$ cat config.mk
export PLATFORM = sky130hd
export DESIGN_NAME = clock_divider_prog
export DESIGN_NICKNAME = d
export VERILOG_FILES = /design/src/rtl/clock_divider_prog.sv
export SDC_FILE = /design/constraint.sdc
export NUM_CORES = 1
export LEC_CHECK = 0
export CORE_ASPECT_RATIO = 0.5
export CORE_UTILIZATION = 48
export DETAILED_ROUTE_END_ITERATION = 6
export PLACE_DENSITY_LB_ADDON = 0.2
export SYNTH_ARGS = -nofsm -noshare
export SYNTH_HDL_FRONTEND = slang
export SYNTH_SLANG_ARGS = --single-unit
$ cat constraint.sdc
create_clock -name i_clk -period 5.2 [get_ports i_clk]
set_clock_uncertainty 0.15 [all_clocks]
set_input_delay 1.04 -clock i_clk [delete_from_list [all_inputs] [get_ports i_clk]]
set_output_delay 1.04 -clock i_clk [all_outputs]
set_load 0.02 [all_outputs]
$ cat src/rtl/clock_divider_prog.sv
// rtl/clock_divider_prog.sv - multi-channel programmable clock divider with duty-cycle control
// Period/high-time are double-buffered; shadow values go live at wrap, sync or while disabled.
module clock_divider_prog #(
   parameter int CHANNELS       = 4,
   parameter int DIV_WIDTH      = 16,
   parameter int DEFAULT_PERIOD = 1000,
   parameter int CH_BITS        = (CHANNELS > 1) ? $clog2(CHANNELS) : 1
) (
   input  logic                 i_clk,
   input  logic                 i_rst,
   input  logic [CHANNELS-1:0]  i_ch_enable,
   input  logic                 i_sync,
   input  logic                 i_wr_en,
   input  logic [CH_BITS-1:0]   i_wr_ch,
   input  logic [DIV_WIDTH-1:0] i_wr_period,
   input  logic [DIV_WIDTH-1:0] i_wr_high,
   output logic [CHANNELS-1:0]  o_clk,
   output logic [CHANNELS-1:0]  o_tick,
   output logic                 o_wr_err
);

   localparam logic [DIV_WIDTH-1:0] RST_P = DIV_WIDTH'(DEFAULT_PERIOD);
   localparam logic [DIV_WIDTH-1:0] RST_H = DIV_WIDTH'(DEFAULT_PERIOD / 2);

   logic wr_valid;
   logic wr_err_q;

   assign wr_valid = i_wr_en && (32'(i_wr_ch) < 32'(CHANNELS)) && (i_wr_period >= DIV_WIDTH'(2));

   always_ff @(posedge i_clk) begin
      if (i_rst) begin
         wr_err_q <= 1'b0;
      end else begin
         wr_err_q <= i_wr_en && !wr_valid;
      end
   end

   assign o_wr_err = wr_err_q;

   for (genvar c = 0; c < CHANNELS; c++) begin : g_ch
      logic [DIV_WIDTH-1:0] cnt_q, cnt_d;
      logic [DIV_WIDTH-1:0] pa_q, pa_d, ha_q, ha_d;
      logic [DIV_WIDTH-1:0] ps_q, ps_d, hs_q, hs_d;
      logic                 pend_q, pend_d;
      logic                 en_q, en_d;
      logic                 clk_q, clk_d;
      logic                 tick_q, tick_d;
      logic                 wr_hit;
      logic                 wrap;
      logic                 restart;
      logic                 apply;

      assign wr_hit  = wr_valid && (i_wr_ch == CH_BITS'(c));
      assign wrap    = (cnt_q == pa_q - DIV_WIDTH'(1));
      assign restart = i_ch_enable[c] && (!en_q || i_sync);
      // Every edge of a disabled channel is an apply point, so writes land in one cycle.
      assign apply   = !i_ch_enable[c] || restart || wrap;

      always_comb begin
         ps_d   = ps_q;
         hs_d   = hs_q;
         pa_d   = pa_q;
         ha_d   = ha_q;
         pend_d = pend_q;
         if (wr_hit) begin
            ps_d = i_wr_period;
            hs_d = i_wr_high;
         end
         if (apply) begin
            pend_d = 1'b0;
            if (wr_hit) begin
               pa_d = i_wr_period;
               ha_d = i_wr_high;
            end else if (pend_q) begin
               pa_d = ps_q;
               ha_d = hs_q;
            end
         end else if (wr_hit) begin
            pend_d = 1'b1;
         end

         en_d   = i_ch_enable[c];
         cnt_d  = apply ? '0 : cnt_q + DIV_WIDTH'(1);
         clk_d  = i_ch_enable[c] && (cnt_d < ha_d);
         tick_d = i_ch_enable[c] && (cnt_d == '0);
      end

      always_ff @(posedge i_clk) begin
         if (i_rst) begin
            cnt_q  <= '0;
            pa_q   <= RST_P;
            ha_q   <= RST_H;
            ps_q   <= RST_P;
            hs_q   <= RST_H;
            pend_q <= 1'b0;
            en_q   <= 1'b0;
            clk_q  <= 1'b0;
            tick_q <= 1'b0;
         end else begin
            cnt_q  <= cnt_d;
            pa_q   <= pa_d;
            ha_q   <= ha_d;
            ps_q   <= ps_d;
            hs_q   <= hs_d;
            pend_q <= pend_d;
            en_q   <= en_d;
            clk_q  <= clk_d;
            tick_q <= tick_d;
         end
      end

      assign o_clk[c]  = clk_q;
      assign o_tick[c] = tick_q;
   end

endmodule

==> metrics.txt <==
Pleak=8.02 nW; die area=37200 um2; most frequent cells after synthesis=dfxtp_1, nand2_1, nor2_1, clkbuf_1, nand3_1; initial core utilization=0.498; share of synthesized registers carrying an async set or reset=0; Worst VDD drop=0.205 mV; Placer Congestion=0.905; synth top area cells=dfxtp_1, nand2_1, nor2_1; core area=35100 um2; area leader, netlist=dfxtp_1; setup_tns=0 ns; vias in the first global route=13400; most frequent cell after synthesis=dfxtp_1; Final Setup Violations=0; I/O pin cnt=51; Gate power share=0.090; share of layout cells above drive strength 1=0.136; fmax=0.202 GHz; routed vias/inst=5.55; Fin. Hold Viols=0; Die Height=137 um; CTS tree=built; Worst Path Max Fanout=10; detailed-route via count=14700; Max Cap Violations=0; clock tree root driver cell=clkbuf_16; sequential-to-total area share from yosys stat=0.386; Yosys warnings=0; Area after DPL=18900 um2; WL/cell=17.6 um; Final Cell Area=20000 um2; Hold/Removal Path Class=reg2reg; power per cell area=278 nW/um2; Num CTS Buffers=31; Mapped Cells=2083; number of buffers inserted by port buffering=50; final WL=46400 um; Tot Pwr=5.55 mW; share of the synthesized area in the top cell type=0.386; largest net degree at the start of global routing=153; H-tree levels=1; max_slew headroom=0.363; Synth Register Bits=337; GRT Total Usage=0.248; clock power share=0.425; Final Cycle Share=0.954; status=finished clean; Mapped Nets=2193; RSZ-0062 raised after global routing=false; min Tclk post-route=4.96 ns; CP required=5.55 ns; grt ovf=0; switching share of power=0.252; post-CTS setup buffer count=0; critical path's slowest cell=or4b_4; drt first pass iters=5; Clock Sinks=337; final hold slack=0.306 ns; # rows=48; drt first-iter violations=1144; CP arrival=5.31 ns; Power Internal=4.15 mW; Final HPWL DP=33400 um; CTS Hold Bufs=0; first-pass GRT wire length=73200 um; Least-Margin Pin Slew=0.953 ns; Final nets=2249; area delta synth->final=14.3%; Max Slew Vio Count=0; Reg clk slew, reported paths=0.07 ns; Reg power frac=0.485; number of remaining DRC errors=0; CP Capture Type=register; Avg Cell Area, Syn=8.39 um2; Post-DRT Antenna Nets=0; CTS max path bufs=3; critical path class=reg2reg; Worst-Skew Late Latency=0.58 ns; Die Wd=272 um; nature of the critical path startpoint=register; Switching Power=1.40 mW; slowest stage delay, CP=0.54 ns; worst path cell trace=inv_1 -> ha_1 -> or4b_4 -> or4_1 -> o21ai_0 -> nand4_1 -> a2111o_1 -> a22o_2 -> buf_4 -> buf_4 -> a21oi_1 -> a21oi_1 -> ha_1 -> nand4_1 -> nor2_1 -> a2111oi_0 -> o21a_1 -> o211ai_1 -> o2bb2ai_1; initial antenna violation count=5; number of synthesized flops with an enable pin=0; synthesized cell area=17500 um2; Yosys cell types=77; # diodes=0; ys flop type=dfxtp_1; # fillers=3227
## worst paths after layout
kind                            slack (ns)                           from                       endpoint  depth (start not counted)
worst max register to register        0.24   g_ch[1].pa_q[0]$_SDFFE_PP0P_       g_ch[1].clk_q$_SDFF_PP0_                         19
worst min register to register        0.31  g_ch[1].ps_q[14]$_SDFFE_PP0P_  g_ch[1].ps_q[14]$_SDFFE_PP0P_                          2
worst min-delay path                  0.31  g_ch[1].ps_q[14]$_SDFFE_PP0P_  g_ch[1].ps_q[14]$_SDFFE_PP0P_                          2
worst max-delay path                  0.24   g_ch[1].pa_q[0]$_SDFFE_PP0P_       g_ch[1].clk_q$_SDFF_PP0_                         19
## registers in the layout (all words and copies together) (netlist names)
signal and flops:
g_ch.pend_q 4, g_ch.ha_q 64, g_ch.hs_q 64, g_ch.tick_q 4, g_ch.cnt_q 64, g_ch.ps_q 64
o_wr_err 1, g_ch.clk_q 4, g_ch.pa_q 64, g_ch.en_q 4
## cells by family (layout without fill, tap and decap cells)
logic type      Yosys count  after routing  synth area share
flops                   337            337             0.386
simple gates            849            849             0.230
xor+xnor                140            140            0.0710
mux                     139            139            0.0840
compound gates          327            327             0.128
fa+ha+maj                68             68            0.0487
buf+inv                 223            303            0.0532
## final cells by class
class	instances	area (um2)	share of cell area
multi-input combinational	1523	9850	0.493
sequential	337	6750	0.338
timing repair buffer	171	1470	0.0737
clock buffer	40	880	0.0440
tap	475	594	0.0298
inverter	75	282	0.0141
clock inverter	17	153	0.00764
## timing repair
item | CTS | global route
gates resized for setup | 0 | 3
setup endpoints to repair | 0 | 2
hold endpoints to repair | 0 | 0
## stage by stage
stage	instances	util	setup slack, ns
finish	2638	0.569	0.241
global route	2638	0.569	0.0137
CTS	2638	0.568	0.253
detailed placement	2581	0.539	0.0419
global placement	2581	0.539	0.0737
floorplan	2083	-	0.630
## critical path, delay by kind of cell (launching register included)
family	cells	cell delay (ns)
simple gates	5	1.31
flops	1	0.34
compound gates	9	2.07
fa+ha+maj	2	0.57
buf+inv	3	0.43
## power groups by stage
stage	clock (mW)	combinational, mW	sequential [mW]
4_1_cts	2.40	0.494	2.69
3_5_place_dp	0	0.492	2.75
3_3_place_gp	0	0.487	2.75
6_report	2.36	0.498	2.69
2_1_floorplan	0	0.294	2.74
5_1_grt	2.50	0.542	2.70
## cell usage in the layout, fill, tap and decap left out, drive strengths merged, types with 7 or more instances in the layout
cell type,synthesis,final
a31o,10,10
nor3,46,46
or4,8,8
or2,15,15
or3,7,7
o211ai,12,12
and3,16,16
nand2,254,254
clkinv,0,11
clkbuf,100,40
mux2i,78,78
xnor2,74,74
o21a,17,17
nor4,26,26
a21o,13,13
o21ai,80,80
xor2,65,65
ha,68,68
buf,48,122
a32o,7,7
dfxtp,337,337
a21oi,87,87
nand3,99,99
nor2b,50,50
o31ai,21,21
a22oi,12,12
inv,75,75
nand2b,7,7
nor2,243,243
nand4,33,33
and2,19,19
clkdlybuf4s50,0,49
mux2,61,61
a31oi,10,10
## routing by layer
layer  vias to the layer above  part of all wire  track usage
li1                       7295                 -            -
met1                      6922              0.49        0.359
met2                       361              0.41        0.374
met3                        74             0.069       0.0491
met4                         2             0.026       0.0668
met5                         -           0.00024            0
(Power assumes the default switching activity.)
